## config.mk

```make
export PLATFORM = sky130hd
export DESIGN_NAME = alu_issue_ctrl
export DESIGN_NICKNAME = d
export VERILOG_FILES = /design/src/rtl/alu_issue_ctrl.sv
export SDC_FILE = /design/constraint.sdc
export NUM_CORES = 1
export LEC_CHECK = 0
export CAP_MARGIN = 20
export CORE_MARGIN = 3
export CORE_UTILIZATION = 39
export DETAILED_ROUTE_END_ITERATION = 10
export PLACE_DENSITY_LB_ADDON = 0.08
export SYNTH_ARGS = -nofsm -noshare
export SYNTH_HDL_FRONTEND = slang
export SYNTH_SLANG_ARGS = --single-unit
```

## constraint.sdc

```tcl
create_clock -name clk -period 1.95 [get_ports clk]
set_input_delay 0.585 -clock clk [delete_from_list [all_inputs] [get_ports clk]]
set_output_delay 0.585 -clock clk [all_outputs]
set_load 0.01 [all_outputs]
```

## src/rtl/alu_issue_ctrl.sv

```systemverilog
// Issue controller for a combinational 16-bit ALU. It registers a tagged request onto the ALU inputs
// and waits SETTLE cycles. It then captures the result into a valid/ready response, an accumulator and an overflow counter.
`timescale 1ns/1ps
module alu_issue_ctrl #(
   parameter int TAG_W  = 4,
   parameter int SETTLE = 1
) (
   input  logic             clk,
   input  logic             reset_n,
   input  logic             req_valid,
   output logic             req_ready,
   input  logic [15:0]      req_a,
   input  logic [15:0]      req_b,
   input  logic [3:0]       req_op,
   input  logic             req_chain,
   input  logic [TAG_W-1:0] req_tag,
   output logic [15:0]      alu_a,
   output logic [15:0]      alu_b,
   output logic [3:0]       alu_op,
   input  logic [15:0]      alu_c,
   input  logic             alu_cout,
   output logic             rsp_valid,
   input  logic             rsp_ready,
   output logic [15:0]      rsp_c,
   output logic             rsp_cout,
   output logic [TAG_W-1:0] rsp_tag,
   output logic [15:0]      acc,
   output logic [15:0]      ovf_count,
   input  logic             clr_stats,
   output logic             busy
);

   typedef enum logic [1:0] {S_IDLE, S_DRIVE, S_RESP} state_t;

   localparam logic [3:0] CNT_LOAD = 4'(SETTLE - 1);

   state_t           r_state;
   state_t           w_next_state;
   logic [3:0]       r_cnt;
   logic [15:0]      r_alu_a;
   logic [15:0]      r_alu_b;
   logic [3:0]       r_alu_op;
   logic [TAG_W-1:0] r_tag;
   logic [15:0]      r_rsp_c;
   logic             r_rsp_cout;
   logic [TAG_W-1:0] r_rsp_tag;
   logic [15:0]      r_acc;
   logic [15:0]      r_ovf_count;
   logic             w_accept;
   logic             w_capture;
   logic             w_ovf_hit;

   assign w_accept  = (r_state == S_IDLE) && req_valid;
   assign w_capture = (r_state == S_DRIVE) && (r_cnt == 4'd0);
   // Only signed ADD (0000) and SUB (0001) overflows are counted.
   assign w_ovf_hit = w_capture && alu_cout && (r_alu_op[3:1] == 3'b000);

   // NOTE: sequential state uses non-blocking assignments so every register samples pre-edge values.
   always_ff @(posedge clk or negedge reset_n) begin
      if (!reset_n) r_state <= S_IDLE;
      else          r_state <= w_next_state;
   end

   // NOTE: the default assignment first keeps this combinational block from inferring a latch.
   always_comb begin
      w_next_state = r_state;
      case (r_state)
         S_IDLE:  if (req_valid)      w_next_state = S_DRIVE;
         S_DRIVE: if (r_cnt == 4'd0)  w_next_state = S_RESP;
         S_RESP:  if (rsp_ready)      w_next_state = S_IDLE;
         default:                     w_next_state = S_IDLE;
      endcase
   end

   always_comb begin
      req_ready = (r_state == S_IDLE);
      rsp_valid = (r_state == S_RESP);
      busy      = (r_state != S_IDLE);
   end

   always_ff @(posedge clk or negedge reset_n) begin
      if (!reset_n) begin
         r_cnt      <= 4'd0;
         r_alu_a    <= 16'd0;
         r_alu_b    <= 16'd0;
         r_alu_op   <= 4'd0;
         r_tag      <= '0;
         r_rsp_c    <= 16'd0;
         r_rsp_cout <= 1'b0;
         r_rsp_tag  <= '0;
         r_acc      <= 16'd0;
      end else begin
         if (w_accept) begin
            // Chained requests read the accumulator, which is stable while idle.
            r_alu_a  <= req_chain ? r_acc : req_a;
            r_alu_b  <= req_b;
            r_alu_op <= req_op;
            r_tag    <= req_tag;
            r_cnt    <= CNT_LOAD;
         end else if ((r_state == S_DRIVE) && (r_cnt != 4'd0)) begin
            r_cnt <= r_cnt - 4'd1;
         end
         if (w_capture) begin
            r_rsp_c    <= alu_c;
            r_rsp_cout <= alu_cout;
            r_rsp_tag  <= r_tag;
            r_acc      <= alu_c;
         end
      end
   end

   always_ff @(posedge clk or negedge reset_n) begin
      if (!reset_n)                               r_ovf_count <= 16'd0;
      else if (clr_stats)                         r_ovf_count <= 16'd0;
      else if (w_ovf_hit && (r_ovf_count != 16'hFFFF)) r_ovf_count <= r_ovf_count + 16'd1;
   end

   assign alu_a     = r_alu_a;
   assign alu_b     = r_alu_b;
   assign alu_op    = r_alu_op;
   assign rsp_c     = r_rsp_c;
   assign rsp_cout  = r_rsp_cout;
   assign rsp_tag   = r_rsp_tag;
   assign acc       = r_acc;
   assign ovf_count = r_ovf_count;

endmodule

```

=== After elaboration in Yosys (flattened, before gate mapping) ===
Cells that the tools add are included.

* Register bits: 83

* $add $sub $neg: 2
* Equal/unequal tests: 6
* Reduce and logical (&&, ||, !) cells: 14
* Muxes and demuxes: 9

{| class="wikitable"
|+ Operators with widths
! kind !! number
|-
| 16-bit two-way mux || 3
|-
| 16-bit by 1-bit adder with 16-bit output (second input constant) || 1
|-
| 16-bit != test (second input constant) || 1
|-
| 4-bit two-way mux || 2
|-
| 1-bit logical AND || 6
|-
| 2-bit two-way mux || 3
|-
| 2-bit one-hot mux with 3 select lines || 1
|-
| 2-bit nonzero test || 3
|-
| 4-bit logical NOT || 1
|-
| 2-bit != test (second input constant) || 2
|-
| 4-bit nonzero test || 1
|-
| 4-bit by 1-bit subtractor with 4-bit output (second input constant) || 1
|-
| 3-bit logical NOT || 1
|-
| 3-bit AND reduction || 1
|-
| 2-bit by 1-bit equality test with 1-bit output (second input constant) || 1
|-
| 2-bit equality test (second input constant) || 1
|-
| 2-bit logical NOT || 1
|-
| 2-bit by 1-bit != test with 1-bit output (second input constant) || 1
|}

=== Longest topological paths before layout ===
* Depth after elaboration: 7
* Gate-level depth with buffers: 7

=== Worst setup path before layout ===
OpenSTA, ideal clock, no wires.

* Path kind: register to register
* Start point: reg r_ovf_count[0], in the netlist ovf_count[0]
* End point: reg r_ovf_count[5], in the netlist ovf_count[5]
* Cell stages (with the launch flop): 7
* Arrival time: 1.869 ns
* Buffers on the path: 0
* Setup slack: -0.044 ns
* Required time: 1.825 ns
* Path through: dfrtp_1 -> ha_1 -> nand3_1 -> nor4_4 -> a21oi_2 -> and3_1 -> mux2_4

* Cells in the longest elaborated chain, start to end: 3

{| class="wikitable"
|+ Ends and longest elaborated chain
! element !! RTL line !! text
|-
| start: declaration || 48 || <nowiki>logic [15:0] r_ovf_count;</nowiki>
|-
| start signal: assignment || 115 || <nowiki>else if (w_ovf_hit && (r_ovf_count != 16'hFFFF)) r_ovf_count <= r_ovf_count + 16'd1;</nowiki>
|-
| 16-bit by 1-bit adder with 16-bit output / 16-bit != test (equally long branches) || 115 ||
|-
| 16-bit two-way mux / 1-bit logical AND (equally long branches) || 115 ||
|-
| 16-bit two-way mux / 2-bit nonzero test (equally long branches) || n/a ||
|}

Parallel ways exist; a longest one is shown, timed or not. The select of a mux whose other input is x is not followed.
A chain may end at the register's enable or synchronous reset.

=== Final worst setup path ===
* Start point: reg r_ovf_count[10], in the netlist ovf_count[10]
* End point: out ovf_count[10]

{| class="wikitable"
|+ RTL lines
! element !! RTL line !! text
|-
| end: declaration || 28 || <nowiki>output logic [15:0] ovf_count,</nowiki>
|}

No word-level cell between the ends.

==> results.sh <==
export IMPL_status="completed"
export IMPL_internal_power_w=0.00520
export IMPL_ant_nets=0
export IMPL_multiInputGateArea_sq_mm=0.00151
export IMPL_yosysSeqAreaShare_pct=55.8
export IMPL_synth_cell_types=34
export IMPL_drt_first_pass_iters=4
export IMPL_cp_data_arrival_time_ns=1.32
export IMPL_postSynthAreaPerCell_sq_um=10.3
export IMPL_cp_slowest_stage_delay_ns=0.56
export IMPL_nFillCells=792
export IMPL_top_usage_layer="met2"
export IMPL_final_cell_mix="139 x clkdlybuf4s50_1, 97 x nand2_1, 78 x dfrtp_1"
export IMPL_mostFrequentLayoutCell="clkdlybuf4s50_1"
export IMPL_synthArstFlopShare_pct=100
export IMPL_tightest_slew_ns=0.480
export IMPL_post_route_min_period_ns=1.91
export IMPL_vias=3140
export IMPL_core_sq_mm=0.00924
export IMPL_slew_headroom_pct=68.0
export IMPL_cts_sinks=83
export IMPL_fmax_mhz=525
export IMPL_power_density_mw_per_mm2=1340
export IMPL_endpoint_kind="output pin"
export IMPL_final_util_pct=63.2
export IMPL_routabilityCongestion=0.791
export IMPL_drv_slew=0
export IMPL_combPwrFrac_pct=47.9
export IMPL_seqPwrFrac_pct=36.5
export IMPL_io_pins=155
export IMPL_wl_per_cell_um=14.4
export IMPL_seq_area_sq_mm=0.00208
export IMPL_worst_r2r_setup_slack_ns=0.10
export IMPL_path_buf_inv=1
export IMPL_hp_class="primary input to asynchronous set/reset pin"
export IMPL_cp_cell_sequence="clkdlybuf4s50_1"
export IMPL_vdd_drop_max_mv=0.727
export IMPL_synth_warnings=0
export IMPL_synth_seq_cells=83
export IMPL_use_met1_pct=22.0
export IMPL_finalSetupViolCount=0
export IMPL_nNetsFinal=596
export IMPL_clock_root_buffer="clkbuf_8"
export IMPL_yosys_area_top_type="dfrtp_1"
export IMPL_use_met3_pct=5.36
export IMPL_synth_edff_count=0
export IMPL_startpoint_type="flip-flop"
export IMPL_required_ns=1.36
export IMPL_cp_top_family="buffers and inverters"
export IMPL_synth_top_area_share_pct=55.8
export IMPL_rr_endpoint="ovf_count[10]$_DFFE_PN0P_"
export IMPL_ys_flop_type="dfrtp_1"
export IMPL_reg2reg_depth=7
export IMPL_skew_ns=0.0109
export IMPL_port_buffers=154
export IMPL_slowest_stage="clkdlybuf4s50_1"
export IMPL_timing_final_crit_share_pct=97.7
export IMPL_hold_violations=0
export IMPL_dp_cells=631
export IMPL_reg2reg_from="r_cnt[1]$_DFFE_PN0P_"
export IMPL_area_growth_pct=57.1
export IMPL_initial_core_util_pct=40.3
export IMPL_n_antenna_cell=0
export IMPL_hpwlAfterDp_um=6880
export IMPL_clkPwrFrac_pct=15.6
export IMPL_leakage_nw=2.69
export IMPL_die_area_sq_mm=0.0107
export IMPL_track_usage_pct=18.0
export IMPL_stdcell_count=664
export IMPL_cts_tree="built"
export IMPL_viasPerCell=4.73
export IMPL_clock_latency_ns=0.34
export IMPL_h_tree_depth=3
export IMPL_rows=35
export IMPL_cts_reportedPaths_clkPinSlew_ns=0.08
export IMPL_crit_fanout=4
export IMPL_cts_buffers=9
export IMPL_grt_overflow_total=0
export IMPL_synth_nets=426
export IMPL_syn_area_sq_mm=0.00372
export IMPL_gr_usage_met2_pct=31.3
export IMPL_grt_max_degree=40
export IMPL_hold_buffers=0
export IMPL_routed_wl_um=9580
export IMPL_drtIter0Drc=87
export IMPL_grt_first_pass_wirelength_um=15900
export IMPL_antenna_found_initial=0
export IMPL_drive_gt1_share_pct=17.9
export IMPL_drc_errors=0
export IMPL_drv_cap=0
export IMPL_swShare_pct=33.8
export IMPL_grt_pass1_vias=3185
export IMPL_postSynthCellCount=360
export IMPL_p_sw_w=0.00266
export IMPL_clk_path_buf_depth=2
export IMPL_synthTopCellsByArea="dfrtp_1 56%, nand2_1 9.9%, mux2_2 6.4%"
export IMPL_die_x_um=104
export IMPL_path_class="flip-flop to output pin"
export IMPL_die_h_um=104
## logic make-up after synthesis
| kind of cell | after synthesis | synth area share [%] |
|---|---|---|
| AOI/OAI and AO/OA | 28 | 4.27 |
| xor gates and xnor gates | 13 | 3.06 |
| adders and majority gates | 3 | 1.01 |
| buffers and inverters | 38 | 5.48 |
| DFF | 83 | 55.8 |
| muxes | 39 | 11.3 |
| and+or+nand+nor | 156 | 19.0 |
## cells in the mapped netlist (2+ instances only)
cell      count
a211oi_1      3
inv_1         7
and3_1        4
dfrtp_1      83
nor3_1        2
clkbuf_1     10
buf_1         4
nor4_1        5
nand2_1      98
ha_1          3
mux2_2       21
nand3_1       9
nor2_1       21
nand2b_1      3
nand4_1       4
buf_4        16
mux2i_1      17
nor2b_1       2
o21ai_0      20
xnor2_1      13
a21oi_1       2
## flip-flops by register name (all words and copies together), names as in the netlist
signal     cells
r_tag          4
r_state        2
ovf_count     16
rsp_tag        4
alu_a         16
rsp_cout       1
acc           16
r_cnt          4
alu_b         16
alu_op         4
## how the worst max path moves through the flow
stage,start,end,cells after the start,slack (ns)
final,ovf_count[10]$_DFFE_PN0P_,ovf_count[10],1,0.04
after global routing,r_cnt[1]$_DFFE_PN0P_,ovf_count[5]$_DFFE_PN0P_,7,-0.007
after CTS,alu_op[1]$_DFFE_PN0P_,alu_op[1],1,0.009
after detailed placement,alu_cout,ovf_count[13]$_DFFE_PN0P_,7,-0.48
after global placement,alu_cout,ovf_count[13]$_DFFE_PN0P_,7,-0.38
after floorplan,ovf_count[0]$_DFFE_PN0P_,ovf_count[5]$_DFFE_PN0P_,6,0.07
## cell type report
class	count	share of cell area (%)
flip-flops and latches	83	35.6
repair buffers	190	31.9
multi-input cells	239	25.9
well taps	129	2.76
clock buffers	12	2.48
clock inverters	4	0.856
inverters	7	0.450
## worst reg2reg max path: stages (launching register included)
cell	delay [ns]
dfrtp_1	0.40
inv_1	0.08
ha_1	0.14
nor3b_4	0.28
nand4_4	0.25
nor4_2	0.36
xnor2_1	0.17
nor2_1	0.06
## timing repair
action | 4_1_cts | 5_1_grt
buffers inserted | 2 | 15
pin swaps | 2 | 3
setup endpoints to repair | 15 | 33
resized for setup | 19 | 14
## metal layers
layer  vias up  wire (um)
met5         -          0
met4         0         87
met3         8        732
met2       112       4910
met1      1506       3860
li1       1514          -
## through the flow
step | hold slack (ns) | total power [W] | setup slack, ns | TNS (ns) | area, sq um
3_5_place_dp | 0.460 | 0.00664 | -0.476 | -5.26 | 5430
6_report | 0.189 | 0.00785 | 0.0448 | 0 | 5840
2_1_floorplan | 0.289 | 0.00463 | 0.0747 | 0 | 3720
4_1_cts | 0.200 | 0.00792 | 0.00926 | 0 | 5690
5_1_grt | 0.207 | 0.00842 | -0.00736 | -0.0101 | 5840
3_3_place_gp | 0.454 | 0.00654 | -0.382 | -4.33 | 5430
## power groups by stage
stage / clock, W / combinational, W / sequential, W
after floorplan: 0 / 0.00152 / 0.00311
after global placement: 0 / 0.00368 / 0.00286
after detailed placement: 0 / 0.00374 / 0.00290
after CTS: 0.00127 / 0.00376 / 0.00288
after global routing: 0.00134 / 0.00410 / 0.00298
final: 0.00123 / 0.00376 / 0.00287
Power figures use the tool's default switching activity.
